--- config.mk ---
export PLATFORM = sky130hd
export DESIGN_NAME = fetch_prefetch_buffer
export DESIGN_NICKNAME = d
export VERILOG_FILES = /design/src/rtl/fetch_pkg.sv /design/src/rtl/sync_fifo.sv /design/src/rtl/fetch_prefetch_buffer.sv
export SDC_FILE = /design/constraint.sdc
export NUM_CORES = 1
export LEC_CHECK = 0
export ABC_CLOCK_PERIOD_IN_PS = 8700
export BUFFER_PORTS_ARGS = -buffer_cell sky130_fd_sc_hd__buf_2
export CAP_MARGIN = 15
export CORE_ASPECT_RATIO = 0.5
export CORE_UTILIZATION = 60
export CTS_BUF_LIST = sky130_fd_sc_hd__clkbuf_4
export CTS_CLUSTER_SIZE = 16
export DETAILED_ROUTE_END_ITERATION = 10
export PLACE_DENSITY = 0.82
export RECOVER_POWER = 25
export SYNTH_ARGS = -nofsm -noshare
export SYNTH_HDL_FRONTEND = slang
export SYNTH_SLANG_ARGS = --single-unit
export TNS_END_PERCENT = 20
--- constraint.sdc ---
create_clock -name clk -period 8.7 [get_ports clk]
set_input_delay 0.435 -clock clk [delete_from_list [all_inputs] [get_ports clk]]
set_output_delay 0.435 -clock clk [all_outputs]
set_load 0.01 [all_outputs]
--- src/rtl/fetch_pkg.sv ---
// fetch_pkg: shared widths, entry type and helpers for the fetch front end.
// Imported by the prefetch buffer and its FIFO.
package fetch_pkg;

  localparam int INSTR_W = 32;
  localparam int PC_W    = 32;

  localparam logic [INSTR_W-1:0] NOP_INSTR = 32'h0000_0000;

  typedef struct packed {
    logic [INSTR_W-1:0] instr;
    logic [PC_W-1:0]    pc;
  } fetch_entry_t;

  function automatic logic [PC_W-1:0] word_align(
    input logic [PC_W-1:0] a
  );
    return {a[PC_W-1:2], 2'b00};
  endfunction

  function automatic logic [31:0] sat_inc32(
    input logic [31:0] v,
    input logic        en
  );
    if (en && (v != 32'hFFFF_FFFF)) return v + 32'd1;
    return v;
  endfunction

endpackage

--- src/rtl/sync_fifo.sv ---
// sync_fifo: power-of-two synchronous FIFO with clear and occupancy count.
// Head data is read combinationally; writes land on the clock edge.
module sync_fifo
  import fetch_pkg::*;
#(
  parameter int DEPTH = 4,
  parameter int WIDTH = 64
) (
  input  logic                   clk,
  input  logic                   rst_n,
  input  logic                   i_push,
  input  logic [WIDTH-1:0]       i_wdata,
  input  logic                   i_pop,
  input  logic                   i_clear,
  output logic [WIDTH-1:0]       o_rdata,
  output logic [$clog2(DEPTH):0] o_count,
  output logic                   o_empty
);

  localparam int AW = $clog2(DEPTH);

  logic [WIDTH-1:0] r_mem [DEPTH];
  logic [AW-1:0]    r_wptr;
  logic [AW-1:0]    r_rptr;
  logic [AW:0]      r_count;
  logic             w_full;
  logic             w_wr;
  logic             w_rd;

  assign o_empty = (r_count == '0);
  assign w_full  = (r_count == (AW+1)'(DEPTH));
  assign w_wr    = i_push & ~w_full;
  assign w_rd    = i_pop & ~o_empty;
  assign o_rdata = r_mem[r_rptr];
  assign o_count = r_count;

  // Pointer and occupancy bookkeeping; clear wins over push and pop.
  always_ff @(posedge clk) begin
    if (!rst_n || i_clear) begin
      r_wptr  <= '0;
      r_rptr  <= '0;
      r_count <= '0;
    end else begin
      if (w_wr) r_wptr <= r_wptr + AW'(1);
      if (w_rd) r_rptr <= r_rptr + AW'(1);
      unique case ({w_wr, w_rd})
        2'b10:   r_count <= r_count + (AW+1)'(1);
        2'b01:   r_count <= r_count - (AW+1)'(1);
        default: r_count <= r_count;
      endcase
    end
  end

  // Storage array; contents are meaningless outside the valid window.
  always_ff @(posedge clk) begin
    if (w_wr) r_mem[r_wptr] <= i_wdata;
  end

  // Upstream credit accounting must never let a push meet a full buffer.
  always_ff @(posedge clk) begin
    if (rst_n && !i_clear) assert (!(i_push && w_full));
  end

endmodule

--- src/rtl/fetch_prefetch_buffer.sv ---
// fetch_prefetch_buffer: fetch PC owner, imem requester and instruction buffer.
// Optional FETCH_PERF_EN adds saturating pop/flush/starve counters.
module fetch_prefetch_buffer
  import fetch_pkg::*;
#(
  parameter int              DEPTH    = 4,
  parameter logic [PC_W-1:0] RESET_PC = 32'h0000_0000
) (
  input  logic               clk,
  input  logic               rst,
  output logic               imem_req,
  output logic [PC_W-1:0]    imem_addr,
  input  logic               imem_gnt,
  input  logic               imem_rvalid,
  input  logic [INSTR_W-1:0] imem_rdata,
  input  logic               redirect,
  input  logic [PC_W-1:0]    redirect_pc,
  input  logic               stall,
  output logic               instr_valid,
  output logic [INSTR_W-1:0] instr,
  output logic [PC_W-1:0]    instr_pc
`ifdef FETCH_PERF_EN
  ,
  output logic [31:0]        perf_fetched,
  output logic [31:0]        perf_flushed,
  output logic [31:0]        perf_starved
`endif
);

  localparam int CW = $clog2(DEPTH) + 1;

  logic [PC_W-1:0] r_fetch_pc;
  logic [PC_W-1:0] r_resp_pc;
  logic [CW-1:0]   r_outst;
  logic [CW-1:0]   r_drop;

  logic [CW-1:0]   w_cnt;
  logic [CW:0]     w_credit;
  logic [PC_W-1:0] w_target;
  logic            w_grant;
  logic            w_discard;
  logic            w_push;
  logic            w_pop;
  logic            w_empty;
  fetch_entry_t    w_wentry;
  fetch_entry_t    w_head;

  assign w_target  = word_align(redirect_pc);
  assign w_credit  = {1'b0, w_cnt} + {1'b0, r_outst};
  assign imem_req  = rst & ~redirect & (w_credit < (CW+1)'(DEPTH));
  assign imem_addr = r_fetch_pc;
  assign w_grant   = imem_req & imem_gnt;

  assign w_discard = imem_rvalid & (r_drop != '0);
  assign w_push    = imem_rvalid & ~w_discard & ~redirect;
  assign w_wentry  = '{instr: imem_rdata, pc: r_resp_pc};

  assign instr_valid = rst & ~w_empty;
  assign w_pop       = instr_valid & ~stall & ~redirect;
  assign instr       = instr_valid ? w_head.instr : NOP_INSTR;
  assign instr_pc    = instr_valid ? w_head.pc : '0;

  sync_fifo #(
    .DEPTH (DEPTH),
    .WIDTH ($bits(fetch_entry_t))
  ) u_fifo (
    .clk     (clk),
    .rst_n   (rst),
    .i_push  (w_push),
    .i_wdata (w_wentry),
    .i_pop   (w_pop),
    .i_clear (redirect),
    .o_rdata (w_head),
    .o_count (w_cnt),
    .o_empty (w_empty)
  );

  // Fetch PC, response PC tag, in-flight and discard bookkeeping.
  // outst already covers earlier discards, so a redirect marks every
  // response still in flight after this cycle as stale.
  always_ff @(posedge clk) begin
    if (!rst) begin
      r_fetch_pc <= RESET_PC;
      r_resp_pc  <= RESET_PC;
      r_outst    <= '0;
      r_drop     <= '0;
    end else begin
      r_outst <= r_outst + CW'(w_grant) - CW'(imem_rvalid);
      if (redirect) begin
        r_fetch_pc <= w_target;
        r_resp_pc  <= w_target;
        r_drop     <= r_outst - CW'(imem_rvalid);
      end else begin
        if (w_grant)   r_fetch_pc <= r_fetch_pc + 32'd4;
        if (w_push)    r_resp_pc  <= r_resp_pc + 32'd4;
        if (w_discard) r_drop     <= r_drop - CW'(1);
      end
    end
  end

`ifdef FETCH_PERF_EN
  logic [31:0] r_perf_fetched;
  logic [31:0] r_perf_flushed;
  logic [31:0] r_perf_starved;

  // Saturating event counters for pops, flushes and starved cycles.
  always_ff @(posedge clk) begin
    if (!rst) begin
      r_perf_fetched <= '0;
      r_perf_flushed <= '0;
      r_perf_starved <= '0;
    end else begin
      r_perf_fetched <= sat_inc32(r_perf_fetched, w_pop);
      r_perf_flushed <= sat_inc32(r_perf_flushed, redirect);
      r_perf_starved <= sat_inc32(r_perf_starved,
                                  ~instr_valid & ~stall);
    end
  end

  assign perf_fetched = r_perf_fetched;
  assign perf_flushed = r_perf_flushed;
  assign perf_starved = r_perf_starved;
`endif

endmodule

==> results.sh <==
export IMPL_ys_ff_latch=323
export IMPL_start_kind="flop"
export IMPL_fmax_ghz=0.272
export IMPL_timing_rr_end="r_outst[2]"
export IMPL_grt_pass1_vias=8532
export IMPL_leakage_nw=5.50
export IMPL_critPathMaxFanout=30
export IMPL_syn_cell_area_sq_mm=0.0134
export IMPL_setup_viol=0
export IMPL_grt_use_total_pct=25.2
export IMPL_final_antenna_net_count=0
export IMPL_die_y_um=108
export IMPL_drt_first_pass_iters=5
export IMPL_hold_depth=3
export IMPL_cts_tree="yes"
export IMPL_arrival_ns=4.17
export IMPL_worstHoldEndpoint="imem_addr[24]"
export IMPL_hp_start="redirect_pc[24]"
export IMPL_ctsHtreeMaxLevel=3
export IMPL_wl_um=28300
export IMPL_clock_sinks=323
export IMPL_clk_pin_slew_ns=0.07
export IMPL_wl_per_cell_um=19.3
export IMPL_dieArea_sq_mm=0.0230
export IMPL_cp_slowest_cell="and2_1"
export IMPL_ctsResizeCount=0
export IMPL_drcViolationCount=0
export IMPL_fin_crit_sh_pct=42.2
export IMPL_holdWs_ns=0.0489
export IMPL_r2r_cells=12
export IMPL_vias_per_cell=5.83
export IMPL_cts_root_buf="clkbuf_4"
export IMPL_antenna_found_initial=1
export IMPL_hold_viol_final=0
export IMPL_cts_setup_buffers=0
export IMPL_drt_iter0_drc=670
export IMPL_r2r_slack_ns=5.03
export IMPL_fin_util_pct=71.8
export IMPL_fp_coreArea_sq_mm=0.0218
export IMPL_final_nets=1205
export IMPL_grt_pass1_wl_um=43900
export IMPL_path_common_cell="ha_1"
export IMPL_slew_viol_final=0
export IMPL_setup_tns_final_ns=0
export IMPL_gp_congestion=0.863
export IMPL_synth_edf_count=248
export IMPL_slowest_delay_ns=0.69
export IMPL_ir_drop_mv=0.0923
export IMPL_syn_inst=891
export IMPL_end_kind="flop"
export IMPL_reg2reg_from="r_outst[1]"
export IMPL_area_delta_synth_final_pct=16.6
export IMPL_avgSynthCellArea_sq_um=15.1
export IMPL_drive_above_1_share_pct=28.4
export IMPL_io_buffers=161
export IMPL_slew_headroom_pct=25.8
export IMPL_required_ns=9.19
export IMPL_drv_cap=0
export IMPL_start_util_pct=61.6
export IMPL_route_vias_total=8543
export IMPL_critPathKind="reg -> reg"
export IMPL_die_w_um=213
export IMPL_synth_cell_types=58
export IMPL_p_per_area_mw_per_mm2=200
export IMPL_worst_pin_slew_ns=1.11
export IMPL_ioPinCount=168
export IMPL_ys_flop_type="edfxtp_1"
export IMPL_rsz0062_at_grt="false"
export IMPL_hold_path_class="in -> reg"
export IMPL_nFillCells=1463
export IMPL_dp_hpwl_um=16900
export IMPL_async_flop_share_pct=0
export IMPL_insertion_delay_ns=0.64
export IMPL_yosysWarnings=0
export IMPL_min_period_ns=3.67
export IMPL_crit_path_cell_trace="ha_1, a311oi_1, and2_1, inv_2, ha_1, inv_1, ha_1, inv_1, fa_1, xnor2_1, xnor2_1, nor2_1"
export IMPL_cts_inserted_buffers=71
export IMPL_status="finished, final reports clean"
export IMPL_fin_worst_skew_ns=0.0255
export IMPL_clk_path_buf_depth=3
export IMPL_ys_seq_area_share_pct=66.7
export IMPL_grt_overflow=0
export IMPL_num_rows=38
export IMPL_grt_max_degree=64
[through the flow]
step | setup WS [ns] | power (W) | cell area (sq um) | cells
after CTS | 5.04 | 0.00316 | 15700 | 1465
after global placement | 4.97 | 0.00199 | 14500 | 1313
after global routing | 4.80 | 0.00327 | 15600 | 1466
after detailed placement | 4.93 | 0.00200 | 14500 | 1313
final | 5.03 | 0.00313 | 15600 | 1466
after floorplan | 5.46 | 0.00192 | 13400 | 894
[cell usage after synthesis (all sizes together) (3+ instances only)]
master / instances / area, sq um
or4: 6 / 45.0
mux2i: 3 / 30.0
dfxtp: 75 / 1500
xor2: 29 / 254
nand2b: 4 / 25.0
and3: 5 / 31.3
o311ai: 4 / 35.0
nor2: 34 / 128
nor3: 9 / 45.0
nor2b: 62 / 388
nand4: 25 / 156
nand2: 37 / 139
o21ai: 36 / 180
a21oi: 42 / 214
inv: 21 / 78.8
a21o: 3 / 22.5
and2: 14 / 87.6
ha: 15 / 188
nand4b: 3 / 26.3
nand3: 26 / 130
o211ai: 5 / 37.5
mux4: 62 / 1400
clkbuf: 37 / 139
or3: 4 / 25.0
a31oi: 11 / 68.8
edfxtp: 248 / 7450
buf: 15 / 88.8
xnor2: 15 / 131
nor4: 4 / 31.3
a211oi: 5 / 37.5
and4: 5 / 43.8
[power breakdown]
| group | switching, W | internal, W | total (W) |
|---|---|---|---|
| Sequential | 0.0000486 | 0.00171 | 0.00176 |
| Combinational | 0.000118 | 0.000100 | 0.000218 |
| Clock | 0.000547 | 0.000597 | 0.00114 |
| Total | 0.000714 | 0.00241 | 0.00313 |
[area by class of cell]
cell class	instances	area, sq um	area share, %
Sequential cell	323	8950	57.2
Multi-Input combinational cell	497	4180	26.7
Timing Repair Buffer	203	1160	7.45
Clock buffer	109	818	5.23
Tap cell	300	375	2.40
Inverter	22	82.6	0.528
Clock inverter	11	67.6	0.432
Antenna cell	1	2.50	0.0160
[critical path, delay by kind of cell (launching register included)]
family | cells | cell delay (ns)
buf+inv | 3 | 0.53
fa+ha+maj | 4 | 1.19
flops | 1 | 0.34
xor+xnor | 2 | 0.32
simple gates | 2 | 0.75
compound gates | 1 | 0.38
[cell usage in the layout (no fill, tap or decap), types with 10 or more instances in the layout]
cell type / synthesis / final
buf_4: 4 / 10
xor2_1: 29 / 29
nor2_1: 34 / 34
nand2_1: 37 / 37
dfxtp_1: 75 / 73
nor2b_1: 62 / 62
a21oi_1: 41 / 41
o21ai_0: 36 / 36
dlygate4sd3_1: 0 / 32
inv_1: 20 / 20
buf_2: 8 / 132
clkbuf_4: 0 / 109
nand4_1: 25 / 25
xnor2_1: 15 / 15
clkbuf_1: 37 / 29
a31oi_1: 11 / 11
nand3_1: 26 / 26
mux4_2: 62 / 62
and2_1: 14 / 10
ha_1: 15 / 15
edfxtp_1: 248 / 248
[cells by family (layout without fill, tap and decap cells)]
group | count (synthesis) | in the layout | synth area share [%]
simple gates | 244 | 244 | 10.1
compound gates | 121 | 121 | 5.43
other cells | 1 | 5 | 0.0279
buf+inv | 74 | 345 | 2.31
xor+xnor | 44 | 44 | 2.87
mux | 67 | 67 | 10.8
flops | 323 | 323 | 66.7
fa+ha+maj | 17 | 17 | 1.70
[state kept, by name (all words and copies together) (netlist names), named ones only]
name            cells
u_fifo.r_mem      248
imem_addr          30
r_resp_pc          30
r_drop              3
r_outst             3
u_fifo.o_count      3
u_fifo.r_rptr       2
u_fifo.r_wptr       2
[how the worst max path moves through the flow]
stage | startpoint | endpoint | slack (ns) | depth (start not counted)
4_1_cts | r_outst[1] | r_outst[2] | 5.04 | 12
3_5_place_dp | rst | r_outst[2] | 4.93 | 12
3_3_place_gp | rst | r_outst[2] | 4.97 | 12
2_1_floorplan | r_drop[0] | u_fifo.r_mem[0][10] | 5.46 | 5
6_report | r_outst[1] | r_outst[2] | 5.03 | 12
5_1_grt | r_outst[1] | r_outst[2] | 4.80 | 12
[per-layer routing]
metal  track usage (%)  part of all wire (%)  vias up
li1                  -                     -     3904
met1              35.8                    44     4200
met2              39.5                    47      404
met3              5.48                   8.2       35
met4              6.89                   1.1        0
met5                 0                     0        -
[what timing repair did]
action,4_1_cts,5_1_grt
endpoints found under the hold margin,128,0
setup endpoints to repair,0,0
hold buffers,32,0
Note: power is estimated with default switching activity, not from simulation.
